## src/rtl/gardner_ted_loop_pkg.sv

```systemverilog
// ============================================================================
// gardner_ted_loop_pkg : shared FSM encoding, default period and saturation helpers
// Rev 1.0 : initial release
// ============================================================================
`default_nettype none

package gardner_ted_loop_pkg;

  typedef enum logic [2:0] {
    ST_IDLE  = 3'b001,
    ST_PRIME = 3'b010,
    ST_RUN   = 3'b100
  } state_e;

  localparam int DEFAULT_LAST_PERIOD = 32;

  // Symmetric clamp to +/-(2^(w-1)-1) so a later negation can never wrap.
  function automatic logic signed [63:0] sat_sym(input logic signed [63:0] x, input int w);
    logic signed [63:0] lim;
    lim = (64'sd1 <<< (w - 1)) - 64'sd1;
    if (x > lim) begin
      return lim;
    end else if (x < -lim) begin
      return -lim;
    end
    return x;
  endfunction

  function automatic logic signed [63:0] neg_sat(input logic signed [63:0] x, input int w);
    return sat_sym(-x, w);
  endfunction

endpackage

`default_nettype wire

```

## src/rtl/gardner_ted_loop_if.sv

```systemverilog
// ============================================================================
// gardner_ted_loop_if : sample/strobe bus from the corrector and error return path
// Rev 1.0 : initial release
// ============================================================================
`default_nettype none

interface gardner_ted_loop_if #(
  parameter int WIDTH = 16
);
  logic signed [WIDTH-1:0] i_32m;
  logic signed [WIDTH-1:0] q_32m;
  logic signed [WIDTH-1:0] i_1m;
  logic signed [WIDTH-1:0] q_1m;
  logic                    sym_strobe;
  logic signed [WIDTH-1:0] error_n;
  logic                    err_valid;
  logic                    locked_out;

  modport master (
    output i_32m, q_32m, i_1m, q_1m, sym_strobe,
    input  error_n, err_valid, locked_out
  );

  modport slave (
    input  i_32m, q_32m, i_1m, q_1m, sym_strobe,
    output error_n, err_valid, locked_out
  );
endinterface

`default_nettype wire

```

## src/rtl/gardner_ted_loop_pi_filter.sv

```systemverilog
// ============================================================================
// gardner_pi_filter : final stage - shift, integrate, saturate, negate (integrator under GARDNER_INTEGRATOR_EN)
// Rev 1.0 : initial release
// ============================================================================
`default_nettype none

module gardner_pi_filter
  import gardner_ted_loop_pkg::*;
#(
  parameter int WIDTH     = 16,
  parameter int ACC_WIDTH = 24
) (
  input  logic                        clk,
  input  logic                        rst,
  input  logic [3:0]                  kp_shift_i,
  input  logic [3:0]                  ki_shift_i,
  input  logic signed [ACC_WIDTH-1:0] e_i,
  input  logic                        e_valid_i,
  output logic signed [WIDTH-1:0]     error_n_o,
  output logic                        err_valid_o
);

  logic signed [ACC_WIDTH-1:0] integ_d;
  logic signed [ACC_WIDTH:0]   v_d;
  logic signed [WIDTH-1:0]     error_n_q;
  logic signed [WIDTH-1:0]     error_n_d;
  logic                        err_valid_q;

`ifdef GARDNER_INTEGRATOR_EN
  logic signed [ACC_WIDTH-1:0] integ_q;
  logic signed [63:0]          integ_sum;

  always_comb begin
    integ_sum = 64'(e_i >>> ki_shift_i) + 64'(integ_q);
    integ_d   = ACC_WIDTH'(sat_sym(integ_sum, ACC_WIDTH));
  end

  always_ff @(posedge clk) begin
    if (rst) begin
      integ_q <= '0;
    end else if (e_valid_i) begin
      integ_q <= integ_d;
    end
  end
`else
  logic unused_ki;
  assign unused_ki = ^ki_shift_i;
  assign integ_d   = '0;
`endif

  // The proportional path is added to the freshly updated integrator value.
  always_comb begin
    v_d       = (ACC_WIDTH+1)'(e_i >>> kp_shift_i) + (ACC_WIDTH+1)'(integ_d);
    error_n_d = WIDTH'(neg_sat(64'(v_d), WIDTH));
  end

  always_ff @(posedge clk) begin
    if (rst) begin
      error_n_q   <= '0;
      err_valid_q <= 1'b0;
    end else begin
      err_valid_q <= e_valid_i;
      if (e_valid_i) begin
        error_n_q <= error_n_d;
      end
    end
  end

  assign error_n_o   = error_n_q;
  assign err_valid_o = err_valid_q;

endmodule

`default_nettype wire

```

## src/rtl/gardner_ted_loop.sv

```systemverilog
// ============================================================================
// gardner_ted_loop : Gardner TED + PI loop filter closing the symbol-timing loop (option GARDNER_INTEGRATOR_EN)
// Rev 1.0 : initial release
// ============================================================================
`default_nettype none

module gardner_ted_loop
  import gardner_ted_loop_pkg::*;
#(
  parameter int WIDTH     = 16,
  parameter int ACC_WIDTH = 24,
  parameter int CNT_W     = 6
) (
  input  logic                     clk,
  input  logic                     rst,
  input  logic [3:0]               kp_shift_i,
  input  logic [3:0]               ki_shift_i,
  gardner_ted_loop_if.slave        bus_if
);

  localparam int               DW      = WIDTH + 1;
  localparam int               PW      = 2 * WIDTH + 1;
  localparam int               SW      = 2 * WIDTH + 2;
  localparam logic [CNT_W-1:0] CNT_MAX = '1;

  logic [CNT_W-1:0]        cnt_q, cnt_d;
  logic [CNT_W-1:0]        lp_q, lp_d;
  logic                    mid_ok_q, mid_ok_d;
  logic signed [WIDTH-1:0] im_q, qm_q;
  logic signed [WIDTH-1:0] ip_q, qp_q;
  state_e                  state_q;
  logic                    locked_q;
  logic                    strobe, mid_hit, timeout, start;

  assign strobe  = bus_if.sym_strobe;
  assign mid_hit = (cnt_q == (lp_q >> 1));
  assign timeout = (cnt_q == CNT_MAX);
  assign start   = strobe && (state_q == ST_RUN) && mid_ok_q;

  always_comb begin
    cnt_d    = cnt_q;
    lp_d     = lp_q;
    mid_ok_d = mid_ok_q;
    if (strobe) begin
      cnt_d    = CNT_W'(1);
      mid_ok_d = 1'b0;
      if (cnt_q >= CNT_W'(2)) begin
        lp_d = cnt_q;
      end
    end else begin
      if (!timeout) begin
        cnt_d = cnt_q + CNT_W'(1);
      end
      if (mid_hit) begin
        mid_ok_d = 1'b1;
      end
    end
  end

  always_ff @(posedge clk) begin
    if (rst) begin
      cnt_q    <= '0;
      lp_q     <= CNT_W'(DEFAULT_LAST_PERIOD);
      mid_ok_q <= 1'b0;
    end else begin
      cnt_q    <= cnt_d;
      lp_q     <= lp_d;
      mid_ok_q <= mid_ok_d;
    end
  end

  always_ff @(posedge clk) begin
    if (!strobe && mid_hit) begin
      im_q <= bus_if.i_32m;
      qm_q <= bus_if.q_32m;
    end
  end

  always_ff @(posedge clk) begin
    if (rst) begin
      state_q  <= ST_IDLE;
      locked_q <= 1'b0;
      ip_q     <= '0;
      qp_q     <= '0;
    end else if (strobe) begin
      ip_q <= bus_if.i_1m;
      qp_q <= bus_if.q_1m;
      case (state_q)
        ST_IDLE: begin
          state_q  <= ST_PRIME;
          locked_q <= 1'b0;
        end
        ST_PRIME: begin
          if (mid_ok_q) begin
            state_q  <= ST_RUN;
            locked_q <= 1'b1;
          end
        end
        ST_RUN: begin
          locked_q <= 1'b1;
        end
        default: begin
          state_q  <= ST_IDLE;
          locked_q <= 1'b0;
        end
      endcase
    end else if (timeout && (state_q != ST_IDLE)) begin
      // Lost strobes: drop lock but leave the filter output untouched.
      state_q  <= ST_IDLE;
      locked_q <= 1'b0;
    end
  end

  logic                        s1_vld_q, s2_vld_q, s3_vld_q;
  logic signed [DW-1:0]        di_q, dq_q;
  logic signed [WIDTH-1:0]     s1_im_q, s1_qm_q;
  logic signed [PW-1:0]        pi_q, pq_q;
  logic signed [SW-1:0]        sum;
  logic signed [ACC_WIDTH-1:0] e_q;

  always_ff @(posedge clk) begin
    if (rst) begin
      s1_vld_q <= 1'b0;
      s2_vld_q <= 1'b0;
      s3_vld_q <= 1'b0;
    end else begin
      s1_vld_q <= start;
      s2_vld_q <= s1_vld_q;
      s3_vld_q <= s2_vld_q;
    end
  end

  assign sum = SW'(pi_q) + SW'(pq_q);

  // Each stage re-registers its operands every cycle, so overlapping strobes stay independent.
  always_ff @(posedge clk) begin
    di_q    <= DW'(ip_q) - DW'(bus_if.i_1m);
    dq_q    <= DW'(qp_q) - DW'(bus_if.q_1m);
    s1_im_q <= im_q;
    s1_qm_q <= qm_q;
    pi_q    <= PW'(s1_im_q) * PW'(di_q);
    pq_q    <= PW'(s1_qm_q) * PW'(dq_q);
    e_q     <= ACC_WIDTH'(sum >>> (WIDTH - 1));
  end

  gardner_pi_filter #(
    .WIDTH     (WIDTH),
    .ACC_WIDTH (ACC_WIDTH)
  ) u_pi_filter (
    .clk         (clk),
    .rst         (rst),
    .kp_shift_i  (kp_shift_i),
    .ki_shift_i  (ki_shift_i),
    .e_i         (e_q),
    .e_valid_i   (s3_vld_q),
    .error_n_o   (bus_if.error_n),
    .err_valid_o (bus_if.err_valid)
  );

  assign bus_if.locked_out = locked_q;

endmodule

`default_nettype wire

```

## src/flat_wrapper.sv

```systemverilog
// flat-port wrapper written by rule: the top's interface ports become plain ports
module gardner_ted_loop_flat import gardner_ted_loop_pkg::*;
#(
  parameter int WIDTH     = 16,
  parameter int ACC_WIDTH = 24,
  parameter int CNT_W     = 6
)
  (clk, rst, kp_shift_i, ki_shift_i, bus_if_i_32m, bus_if_q_32m, bus_if_i_1m, bus_if_q_1m, bus_if_sym_strobe, bus_if_error_n, bus_if_err_valid, bus_if_locked_out);
  gardner_ted_loop_if #(.WIDTH(WIDTH)) bus_if_i ();
  input  logic clk;
  input  logic rst;
  input  logic [3:0] kp_shift_i;
  input  logic [3:0] ki_shift_i;
  input wire logic [$bits(bus_if_i.i_32m)-1:0] bus_if_i_32m;
  input wire logic [$bits(bus_if_i.q_32m)-1:0] bus_if_q_32m;
  input wire logic [$bits(bus_if_i.i_1m)-1:0] bus_if_i_1m;
  input wire logic [$bits(bus_if_i.q_1m)-1:0] bus_if_q_1m;
  input wire logic [$bits(bus_if_i.sym_strobe)-1:0] bus_if_sym_strobe;
  output wire logic [$bits(bus_if_i.error_n)-1:0] bus_if_error_n;
  output wire logic [$bits(bus_if_i.err_valid)-1:0] bus_if_err_valid;
  output wire logic [$bits(bus_if_i.locked_out)-1:0] bus_if_locked_out;
  assign bus_if_i.i_32m = bus_if_i_32m;
  assign bus_if_i.q_32m = bus_if_q_32m;
  assign bus_if_i.i_1m = bus_if_i_1m;
  assign bus_if_i.q_1m = bus_if_q_1m;
  assign bus_if_i.sym_strobe = bus_if_sym_strobe;
  assign bus_if_error_n = bus_if_i.error_n;
  assign bus_if_err_valid = bus_if_i.err_valid;
  assign bus_if_locked_out = bus_if_i.locked_out;
  gardner_ted_loop #(.WIDTH(WIDTH), .ACC_WIDTH(ACC_WIDTH), .CNT_W(CNT_W)) u_core (.clk(clk), .rst(rst), .kp_shift_i(kp_shift_i), .ki_shift_i(ki_shift_i), .bus_if(bus_if_i));
endmodule
```

## config.mk

```make
export PLATFORM = sky130hd
export DESIGN_NAME = gardner_ted_loop_flat
export DESIGN_NICKNAME = d
export VERILOG_FILES = /design/src/rtl/gardner_ted_loop_pkg.sv /design/src/rtl/gardner_ted_loop_if.sv /design/src/rtl/gardner_ted_loop_pi_filter.sv /design/src/rtl/gardner_ted_loop.sv /design/src/flat_wrapper.sv
export SDC_FILE = /design/constraint.sdc
export NUM_CORES = 2
export LEC_CHECK = 0
export CAP_MARGIN = 20
export CORE_UTILIZATION = 60
export CTS_BUF_LIST = sky130_fd_sc_hd__clkbuf_16
export DETAILED_ROUTE_END_ITERATION = 6
export GPL_TIMING_DRIVEN = 0
export PLACE_DENSITY_LB_ADDON = 0.2
export SLEW_MARGIN = 20
export SYNTH_ARGS = -nofsm -noshare
export SYNTH_HDL_FRONTEND = slang
export SYNTH_SLANG_ARGS = --single-unit
```

## constraint.sdc

```tcl
create_clock -name clk -period 19.57 [get_ports clk]
set_input_delay 1.957 -clock clk [delete_from_list [all_inputs] [get_ports clk]]
set_output_delay 1.957 -clock clk [all_outputs]
set_load 0.02 [all_outputs]
```

==> flow_metrics.py <==
metrics = {
    "run_status": {
        "status": "complete, no violations",
    },
    "detailed_routing": {
        "antenna_left": 0,
        "via_per_inst": 5.55,
        "first_iter_violations": 1420,
        "firstDrtPassIters": 5,
        "drc": 0,
        "routed_wl_microns": 80800,
        "num_vias": 23472,
        "wire_per_inst_microns": 19.1,
    },
    "critical_path": {
        "critPathSlowestCell": "fa_1",
        "startpoint": "u_core.s1_qm_q[9]",
        "worstSetupPathType": "reg2reg",
        "rr_worst_depth": 22,
        "startpoint_type": "register",
        "crit_required_ns": 20.02,
        "reg2reg_from": "u_core.s1_qm_q[9]",
        "path_cells": "clkbuf_1, clkbuf_1, nand2_1, fa_1, inv_1, fa_1, fa_1, fa_1, fa_1, inv_1, fa_1, inv_1, ha_1, nand4_1, nor2_1, o21ai_0, o21ai_0, o31ai_1, a31oi_1, a21oi_1, o31ai_1, xnor2_1",
        "cp_top_family": "adder cells",
        "crit_buf_inv": 5,
        "crit_cells": 22,
        "critPathMaxStageDelay_ns": 0.62,
        "worstPathArrival_ns": 8.16,
        "cp-end-kind": "register",
        "crit_fanout": 10,
        "crit_top_cell": "fa_1",
    },
    "clock_tree": {
        "post_cts_buffers": 0,
        "cts_tree": "done",
        "clock_latency_ns": 0.59,
        "cts_resized": 0,
        "postCtsHoldBufs": 0,
        "cts_sinks": 251,
        "cts_root_buf": "clkbuf_16",
        "cts_buffers": 30,
        "clk_pin_slew_ns": 0.07,
        "clockBufferDepth": 3,
        "htree_levels": 1,
    },
    "floorplanning": {
        "io_pins": 93,
        "std_cell_rows": 84,
        "dieArea_sq_um": 54200,
        "die_h_microns": 233,
        "die_w_microns": 233,
        "coreArea_sq_um": 52700,
        "start_util_pct": 60.7,
    },
    "timing": {
        "rsz0062_at_grt": "no",
        "finalHoldViolations": 0,
        "maxSlewViolCount": 0,
        "relSlewSlack_pct": 30.1,
        "tightestPinTransition_ns": 1.05,
        "period_needed_ns": 7.71,
        "setup-tns-final_ns": 0,
        "fmax_mhz": 130,
        "period_share_pct": 39.4,
        "setup_violations": 0,
        "worst_clock_skew_ns": 0.0127,
    },
    "global_routing": {
        "grt_max_degree": 22,
        "grt_usage_pct": 31.1,
        "antenna_found_initial": 1,
        "grt_pass1_wl_microns": 130000,
        "grt_overflow": 0,
        "grt_pass1_vias": 24628,
    },
    "placed_design": {
        "dp_cells": 4176,
        "io_buffers": 82,
        "gp_congestion": 0.975,
        "place_hpwl_microns": 67400,
        "postPlaceCellArea_sq_um": 33700,
    },
    "cells_and_area": {
        "postLayoutCellArea_sq_um": 34800,
        "drive_gt1_share_pct": 3.30,
        "instances_no_fill": 4232,
        "area_growth_pct": 8.70,
        "diodes": 0,
        "mostFrequentLayoutCells": "inv_1, fa_1, nand2_1",
        "nets": 4398,
        "final_common_cell": "inv_1",
    },
    "synthesis": {
        "synth.distinct_cells": 86,
        "syn_nets": 4283,
        "ys.flop_type": "dfxtp_1",
        "syn-instance-count": 3405,
        "syn_area_sq_um": 32000,
        "yosysSeqAreaShare_pct": 16.7,
        "async_flop_share_pct": 0,
        "ys_warn_count": 0,
        "ys_ff_latch": 251,
        "synth_enable_flop_cells": 32,
        "syn_avg_cell_area_sq_um": 9.39,
    },
    "min_path": {
        "hold-path-cell-count": 0,
        "worstHoldStart": "u_core.qm_q[4]",
        "hold_class": "reg2reg",
    },
    "run": {
        "drv_cap": 0,
    },
}
-- cells in the mapped netlist (all sizes together), types with 39 or more instances --
library cell	instances	area share (%)
nor2	151	1.8
and2	272	5.3
nand2	324	3.8
ha	249	9.7
mux2i	50	1.6
a21oi	83	1.3
clkbuf	95	1.1
xnor2	96	2.6
a21o	39	0.92
inv	758	8.9
fa	554	35
o21ai	55	0.87
dfxtp	219	14
-- cell type report --
class	count	area, sq um
multi-input cells	2283	23300
clock inverters	25	282
fillers	4255	17900
plain buffers	113	477
inverters	758	2850
well taps	688	861
clock buffers	31	776
flip-flops and latches	251	5350
repair buffers	83	848
-- through the flow --
step	setup slack [ns]	hold slack, ns	utilization, %
2_1_floorplan	12.51	0.323	-
3_3_place_gp	11.79	0.324	63.9
3_5_place_dp	11.56	0.327	64.0
4_1_cts	11.97	0.340	66.0
5_1_grt	11.53	0.342	66.0
6_report	11.86	0.336	66.0
-- worst register-to-register path, delay by kind of cell, from the launching register on --
kind	cells	cell delay, ns
AND/OR/NAND/NOR	3	0.43
adder cells (fa/ha/maj)	7	3.62
AO/OA/AOI/OAI	6	1.62
buffers and inverters	5	1.23
flip-flops	1	0.30
XOR/XNOR	1	0.37
-- final timing paths --
path,end,slack (ns)
worst min register to register,u_core.s1_qm_q[4],0.34
worst min-delay path,u_core.s1_qm_q[4],0.34
worst max register to register,u_core.pq_q[32],11.86
worst max-delay path,u_core.pq_q[32],11.86
-- flip-flops by register name, indices dropped and copies added (netlist names), 3 cells and up --
register                      count
u_core.s1_qm_q                   16
u_core.qp_q                      16
u_core.s1_im_q                   16
u_core.ip_q                      16
u_core.u_pi_filter.error_n_o     16
u_core.state_q                    3
u_core.qm_q                      16
u_core.im_q                      16
u_core.cnt_q                      6
u_core.lp_q                       5
u_core.pi_q                      33
u_core.di_q                      17
u_core.pq_q                      33
u_core.e_q                       19
u_core.dq_q                      17
-- routing by layer --
| metal | vias to the layer above | wire (microns) | GRT usage, % |
|---|---|---|---|
| li1 | 10740 | - | - |
| met1 | 11750 | 34300 | 41.9 |
| met2 | 820 | 37800 | 51.5 |
| met3 | 162 | 6160 | 5.69 |
| met4 | 0 | 2540 | 8.78 |
| met5 | - | 0 | 0 |
-- cells by family (layout without fill, tap and decap cells) --
group / after synthesis / after routing / synth area share [%]
simple gates: 969 / 969 / 15.3
buf+inv: 871 / 1010 / 10.4
fa+ha+maj: 803 / 803 / 44.4
compound gates: 309 / 309 / 6.57
flops: 251 / 251 / 16.7
xor+xnor: 129 / 129 / 3.53
mux: 73 / 73 / 3.09
Power is left out: the tool's default activity adds up to more than one toggle a clock period on the data nets, which glitch-free logic cannot reach.
